===== config.mk =====
export PLATFORM = sky130hd
export DESIGN_NAME = mvm_sequencer
export DESIGN_NICKNAME = d
export VERILOG_FILES = /design/src/rtl/mvm_sequencer.sv
export SDC_FILE = /design/constraint.sdc
export NUM_CORES = 1
export LEC_CHECK = 0
export BUFFER_PORTS_ARGS = -buffer_cell sky130_fd_sc_hd__buf_2
export CORE_MARGIN = 2
export CORE_UTILIZATION = 30
export CTS_CLUSTER_DIAMETER = 150
export DETAILED_ROUTE_END_ITERATION = 8
export HOLD_SLACK_MARGIN = 0.1
export MAX_ROUTING_LAYER = met4
export PLACE_DENSITY = 0.5
export SYNTH_ARGS = -nofsm -noshare
export SYNTH_HDL_FRONTEND = slang
export SYNTH_SLANG_ARGS = --single-unit

===== constraint.sdc =====
create_clock -name clk -period 2.6 [get_ports clk]
set_input_delay 0 -clock clk [delete_from_list [all_inputs] [get_ports clk]]
set_output_delay 0 -clock clk [all_outputs]
set_load 0.01 [all_outputs]

===== src/rtl/mvm_sequencer.sv =====
// Control sequencer for the matrix-vector multiply datapath: clear, fetch, compute,
// snapshot the MAC lanes and stream them out over a valid/ready port.
module mvm_sequencer #(
    parameter int unsigned DATA_WIDTH     = 8,
    parameter int unsigned NUM_MACS       = 8,
    parameter int unsigned ACC_WIDTH      = 3 * DATA_WIDTH,
    parameter int unsigned TIMEOUT_CYCLES = 1024,
    parameter int unsigned SEL_W          = $clog2(NUM_MACS)
) (
    input  logic                          clk,
    input  logic                          rst_n,
    input  logic                          start,
    input  logic                          abort,
    input  logic                          cont_mode,
    output logic                          mem_start,
    input  logic                          mem_done,
    output logic                          clr_accum,
    output logic                          start_compute,
    input  logic                          compute_done,
    input  logic [NUM_MACS*ACC_WIDTH-1:0] mac_out_flat,
    output logic                          res_valid,
    input  logic                          res_ready,
    output logic [ACC_WIDTH-1:0]          res_data,
    output logic [SEL_W-1:0]              res_idx,
    output logic                          res_last,
    output logic                          busy,
    output logic                          timeout_err,
    output logic [2:0]                    state_out,
    output logic [15:0]                   pass_count
);

    localparam int unsigned WDOG_W = $clog2(TIMEOUT_CYCLES) + 1;

    typedef enum logic [2:0] {
        StIdle    = 3'd0,
        StClear   = 3'd1,
        StFetch   = 3'd2,
        StCompute = 3'd3,
        StCapture = 3'd4,
        StDrain   = 3'd5,
        StDone    = 3'd6,
        StError   = 3'd7
    } state_e;

    state_e               state_q, state_d;
    logic [WDOG_W-1:0]    wdog_q, wdog_d;
    logic [SEL_W-1:0]     idx_q, idx_d;
    logic [15:0]          pass_q, pass_d;
    logic                 terr_q, terr_d;
    logic [ACC_WIDTH-1:0] shadow_q [NUM_MACS];

    logic wdog_expired;
    logic xfer;
    logic idx_last;
    logic capture_en;

    assign wdog_expired = (wdog_q == WDOG_W'(TIMEOUT_CYCLES - 1));
    assign xfer         = (state_q == StDrain) && res_ready;
    assign idx_last     = (idx_q == SEL_W'(NUM_MACS - 1));
    assign capture_en   = (state_q == StCapture) && !abort;

    always_comb begin
        state_d = state_q;
        unique case (state_q)
            StIdle:    if (start) state_d = StClear;
            StClear:   state_d = StFetch;
            // Done input beats a simultaneous watchdog expiry.
            StFetch: begin
                if (mem_done)          state_d = StCompute;
                else if (wdog_expired) state_d = StError;
            end
            StCompute: begin
                if (compute_done)      state_d = StCapture;
                else if (wdog_expired) state_d = StError;
            end
            StCapture: state_d = StDrain;
            StDrain:   if (xfer && idx_last) state_d = cont_mode ? StClear : StDone;
            StDone:    if (!start) state_d = StIdle;
            StError:   state_d = StError;
        endcase
        if (abort) state_d = StIdle;
    end

    always_comb begin
        wdog_d = wdog_q;
        if (state_d != state_q) begin
            wdog_d = '0;
        end else if (state_q == StFetch || state_q == StCompute) begin
            wdog_d = wdog_q + 1'b1;
        end

        idx_d = idx_q;
        if (capture_en) begin
            idx_d = '0;
        end else if (xfer && !abort) begin
            idx_d = idx_last ? '0 : idx_q + 1'b1;
        end

        pass_d = capture_en ? pass_q + 16'd1 : pass_q;

        terr_d = terr_q;
        if (abort) begin
            terr_d = 1'b0;
        end else if (state_d == StError) begin
            terr_d = 1'b1;
        end
    end

    always_ff @(posedge clk or negedge rst_n) begin
        if (!rst_n) begin
            state_q <= StIdle;
            wdog_q  <= '0;
            idx_q   <= '0;
            pass_q  <= '0;
            terr_q  <= 1'b0;
        end else begin
            state_q <= state_d;
            wdog_q  <= wdog_d;
            idx_q   <= idx_d;
            pass_q  <= pass_d;
            terr_q  <= terr_d;
        end
    end

    // Snapshot is retained after the drain until the next capture.
    always_ff @(posedge clk or negedge rst_n) begin
        if (!rst_n) begin
            for (int i = 0; i < NUM_MACS; i++) shadow_q[i] <= '0;
        end else if (capture_en) begin
            for (int i = 0; i < NUM_MACS; i++) begin
                shadow_q[i] <= mac_out_flat[i*ACC_WIDTH +: ACC_WIDTH];
            end
        end
    end

    assign mem_start     = (state_q == StFetch);
    assign clr_accum     = (state_q == StClear);
    assign start_compute = (state_q == StCompute);
    assign res_valid     = (state_q == StDrain);
    assign res_data      = shadow_q[idx_q];
    assign res_idx       = idx_q;
    assign res_last      = (state_q == StDrain) && idx_last;
    assign busy          = (state_q != StIdle) && (state_q != StDone);
    assign timeout_err   = terr_q;
    assign state_out     = state_q;
    assign pass_count    = pass_q;

endmodule


# Word-level counts from Yosys, hierarchy flattened
# Cells that the tools add are included.
[word_totals] regBits=226 inputBits=200 out_inout_bits=53 wordCells=62
[op_classes] addsub=3 n_lt_le_gt_ge=1 n_eq_ne=12 mux=19 n_bitwise=1 reduce_logical=13
[op_table] op="24-bit binary-select mux with 3-bit select" n=1
[op_table] op="24-bit two-way mux" n=2
[op_table] op="3-bit two-way mux" n=11
[op_table] op="3-bit one-hot mux with 8 select lines" n=1
[op_table] op="11-bit two-way mux" n=2
[op_table] op="3-bit equality test (second input constant)" n=6
[op_table] op="16-bit by 1-bit adder with 16-bit output (second input constant)" n=1
[op_table] op="11-bit by 1-bit adder with 11-bit output (second input constant)" n=1
[op_table] op="11-bit by 10-bit equality test with 1-bit output (second input constant)" n=1
[op_table] op="3-bit by 2-bit equality test with 1-bit output (second input constant)" n=2
[op_table] op="1-bit logical AND" n=6
[op_table] op="2-bit nonzero test" n=3
[op_table] op="4-bit >= comparator (second input constant)" n=1
[op_table] op="3-bit NOT with 4-bit output" n=1
[op_table] op="3-bit by 1-bit adder with 3-bit output (second input constant)" n=1
[op_table] op="3-bit by 1-bit equality test with 1-bit output (second input constant)" n=1
[op_table] op="3-bit zero test" n=1
[op_table] op="3-bit inequality test" n=1
[op_table] op="3-bit inequality test (second input constant)" n=1
[op_table] op="3-bit nonzero test" n=1
[op_table] op="1-bit two-way mux" n=2
[op_table] op="1-bit zero test" n=1
[op_table] op="1-bit logical OR" n=1

# Depth between registers and ports, before layout
[depth] word_depth=9 ltp_mapped=8 mapped_depth_nobuf=7

# Least setup slack after synthesis
# No wires, ideal clock.
[synth_path] kind="register -> register" start="register idx_q[1], in the netlist res_idx[1]" end="register wdog_q[3]" setup_ns=0.095 arrival_ns=2.100 t_required_ns=2.505 slack_ns=0.405 path_stages_with_launch=9 path_buffers=1 period_less_slack_ns=2.195 cell_sequence="dfrtp_1 ha_1 ha_1 nand4_1 a211o_1 a21oi_1 mux2_2 buf_6 nor4b_2"
[synth_between] elab_chain_len=7 word_cells_on_any_way=8 cone_classes="eq/ne (2); mux (4); reduce/logical (2)"
[synth_rtl] item="from (decl)" line="47" source="logic [SEL_W-1:0] idx_q, idx_d;"
[synth_rtl] item="from (signal assigned)" line="119" source="idx_q <= idx_d;"
[synth_rtl] item="3-bit equality test (*)" line="59" source="assign idx_last = (idx_q == SEL_W'(NUM_MACS - 1));"
[synth_rtl] item="1-bit logical AND (*)" line="77" source="StDrain: if (xfer && idx_last) state_d = cont_mode ? StClear : StDone;"
[synth_rtl] item="3-bit two-way mux (*)" line="77"
[synth_rtl] item="3-bit one-hot mux with 8 select lines (*)" line="64" source="unique case (state_q)"
[synth_rtl] item="3-bit two-way mux (*)" line="81" source="if (abort) state_d = StIdle;"
[synth_rtl] item="3-bit inequality test (*)" line="86" source="if (state_d != state_q) begin"
[synth_rtl] item="11-bit two-way mux / 2-bit nonzero test (equally long branches)"
[synth_rtl] item="to (signal assigned)" line="118" source="wdog_q <= wdog_d;"
[synth_rtl] item="to (decl)" line="46" source="logic [WDOG_W-1:0] wdog_q, wdog_d;"
# Mark *: on every way between the ends. The rest lies on a longest branch, timed or not.
# A chain may end at the register's enable or synchronous reset.

# Final worst setup path
[layout_path] start="register idx_q[0], in the netlist res_idx[0]" end="output res_data[17]"
[layout_between] elab_chain_len=4
[layout_rtl] item="3-bit NOT with 4-bit output (not written as such)" line="140" source="assign res_data = shadow_q[idx_q];"
[layout_rtl] item="24-bit binary-select mux with 3-bit select" line="140"
[layout_rtl] item="24-bit two-way mux (not written as such) (2 in series)" line="140"
[layout_rtl] item="to (decl)" line="23" source="output logic [ACC_WIDTH-1:0] res_data,"
# Every way passes these cells. The select of a mux whose other input is x is not followed.

==> metrics.txt <==
status finished clean; Post-synth top cells 600 x nand2_1, 226 x dfrtp_1, 48 x mux4_2; reg-to-reg slack, setup 0.22 ns; vias in the first global route 9492; Syn-to-layout area delta 44.96%; Final WS setup 0.1467 ns; Power Total 0.01100 W; post-synthesis cell type count 42; I/O pin cnt 253; Critical Path Source Type flop; GP Congestion 0.8133; sequential share of power 0.449; WP data arrival 2.45 ns; Synth async-reset ratio 1.000; antenna violations before repair 2; clock share of power 0.330; dominant cell type by area after synthesis dfrtp_1; total grt overflow 0; Iteration-0 DRC Markers 481; DRT Wirelength 31.89 mm; Synth area leaders dfrtp_1 54%, nand2_1 22%, mux4_2 10%, mux2_2 2.7%, clkbuf_1 1.6%; CP Class flop to primary output; top-count cell post-synth nand2_1; Post-DRT Antenna Nets 0; sw power 0.003119 W; GRT Total Usage 0.1825; # H-tree levels 1; Skew-Pair Late Insertion Delay 0.53 ns; post-synth top area share 0.5433; initial core utilization 0.3029; Hold Path Origin cont_mode; setup violators final 0; Sink Count 226; Hold EP timeout_err; leakage power 7.902 nW; # nets final 1719; largest net degree at the start of global routing 196; CTS clk-pin slew, worst paths 0.06 ns; endpoints failing hold 0; Worst R2R Path Depth 7; max-cap violations 0; Root Driver clkbuf_16; PD cells 728.7 nW/µm²; Post-Syn Instances 1082; Sw Share 0.2836; worst clock skew 0.01088 ns; max frequency 407.6 MHz; register bit total from synthesis 226; synth warn 0; die extent in y 190.3 µm; required time of the critical path 2.60 ns; RSZ-0062 raised after global routing false; Least-Margin Pin Slew 0.9345 ns; P_int 0.007878 W; mean post-synth cell area 9.621 µm²; IO Port Bufs 252; Syn Std Cell Area 10410 µm²; CTS Buf Count 27; EDFF count, synth 0; Die W 190.3 µm; Fill cells 3341; FF-to-FF Start res_idx[0]; share of cells above drive strength 1 0.2555; Post-DP HPWL 19.64 mm; maximum VDD drop 483.5 µV; Hold WC Path Type input port to flop; Place WS 0.2214 ns; CTS max path bufs 3; WHS Path Cells 6; Die ar. 36210 µm²; Post-Syn Nets 1286; R2R Path End wdog_q[1]; first-pass GRT wire length 50.68 mm; CP max FO 51; # DRC 0; core area 34370 µm²; Synth Flop Type dfrtp_1; relative slew slack 0.3770; sequential fraction of the synthesis area 0.5433; routed len/inst 16.02 µm; Comb pwr share 0.221; TNS Setup 0 ns; DR pass1 iterations 5; CP endpoint kind primary output; row cnt 68; vias per cell 4.518; total setup buffers inserted after CTS 0; final period utilization 0.9436; routed vias 8995; Final Max Tran Viols 0; minimum clock period 2.453 ns; CTS tree built
## worst max-delay path, cell delays in order, from the launching register on
cell	delay, ns
dfrtp_4	0.42
buf_12	0.41
mux4_2	0.62
mux2_2	0.32
buf_2	0.15
## state kept, by name, indices dropped and copies added, names as in the netlist
name / cells
timeout_err: 1
shadow_q: 192
wdog_q: 11
res_idx: 3
state_out: 3
pass_count: 16
## per-layer routing
metal	vias up	track usage	wire [µm]
met2	251	0.3087	15700
li1	4366	-	-
met4	0	0.04353	763
met1	4332	0.2261	13610
met3	46	0.03460	1821
met5	-	-	0
## per-stage QoR
| step | cell area (µm²) | cells | utilization | hold WS, ns |
|---|---|---|---|---|
| finish | 15090 | 1991 | 0.4390 | 0.1460 |
| global route | 15090 | 1991 | 0.4390 | 0.1423 |
| CTS | 15090 | 1989 | 0.4389 | 0.1209 |
| detailed placement | 12190 | 1738 | 0.3546 | 0.04221 |
| global placement | 12190 | 1738 | 0.3546 | 0.04957 |
| floorplan | 10410 | 1082 | - | -0.2956 |
## how the worst max path moves through the flow
stage / from / endpoint / slack (ns) / cells past startpoint
2_1_floorplan: res_idx[1] / wdog_q[3] / 0.40 / 8
3_3_place_gp: res_idx[0] / wdog_q[1] / 0.31 / 7
3_5_place_dp: res_idx[0] / wdog_q[1] / 0.22 / 7
4_1_cts: res_idx[0] / res_data[17] / 0.05 / 4
5_1_grt: res_idx[0] / res_data[17] / 0.02 / 4
6_report: res_idx[0] / res_data[17] / 0.15 / 4
## kinds of logic (layout without fill, tap and decap cells)
kind of cell	count (synthesis)	count (layout)	share of synthesized area
XOR/XNOR	25	25	0.02103
buffers and inverters	70	522	0.02800
AO/OA/AOI/OAI	13	13	0.009135
other	0	2	0
adder cells (fa/ha/maj)	4	4	0.004808
flip-flops	226	226	0.5433
AND/OR/NAND/NOR	667	667	0.2590
multiplexers	77	77	0.1347
## final cells by class
cell class / count / area (µm²) / area share
flip-flops and latches: 226 / 5660 / 0.3751
well taps: 455 / 569.3 / 0.03772
clock buffers: 39 / 770.7 / 0.05107
multi-input cells: 786 / 4472 / 0.2963
diodes: 2 / 5.005 / 0.0003316
clock inverters: 9 / 73.82 / 0.004892
repair buffers: 470 / 3525 / 0.2336
inverters: 4 / 15.01 / 0.0009949
## placed cells by master (no fill, tap or decap), drive strengths merged, types with 2 or more instances in the layout
| master | netlist | routed |
|---|---|---|
| dfrtp | 226 | 226 |
| nor3 | 15 | 15 |
| and4 | 2 | 2 |
| xnor2 | 16 | 16 |
| nand3 | 5 | 5 |
| buf | 21 | 268 |
| clkinv | 0 | 7 |
| nand2b | 3 | 3 |
| a22oi | 2 | 2 |
| and3 | 8 | 8 |
| diode | 0 | 2 |
| nor4b | 3 | 3 |
| xor2 | 9 | 9 |
| and2 | 3 | 3 |
| mux2i | 4 | 4 |
| mux4 | 48 | 48 |
| dlygate4sd3 | 0 | 202 |
| a211oi | 2 | 2 |
| nor4 | 5 | 5 |
| nor2 | 9 | 9 |
| nand3b | 2 | 2 |
| nor2b | 4 | 4 |
| nand2 | 600 | 600 |
| nand4 | 5 | 5 |
| clkbuf | 45 | 39 |
| ha | 4 | 4 |
| o21ai | 2 | 2 |
| mux2 | 25 | 25 |
| inv | 4 | 5 |
## timing repair
action | in CTS | in global routing
setup endpoints to repair | 5 | 0
hold buffers | 203 | 0
hold endpoints to repair | 429 | 0
resized for setup | 1 | 0
## power by group through the flow
| stage | Sequential [W] | Combinational, W | Clock, W |
|---|---|---|---|
| after floorplan | 0.00484 | 0.00145 | 0 |
| after global placement | 0.00498 | 0.00220 | 0 |
| after detailed placement | 0.00500 | 0.00223 | 0 |
| after CTS | 0.00495 | 0.00249 | 0.00374 |
| after global routing | 0.00507 | 0.00276 | 0.00390 |
| final | 0.00494 | 0.00243 | 0.00363 |
(Power assumes the default switching activity.)
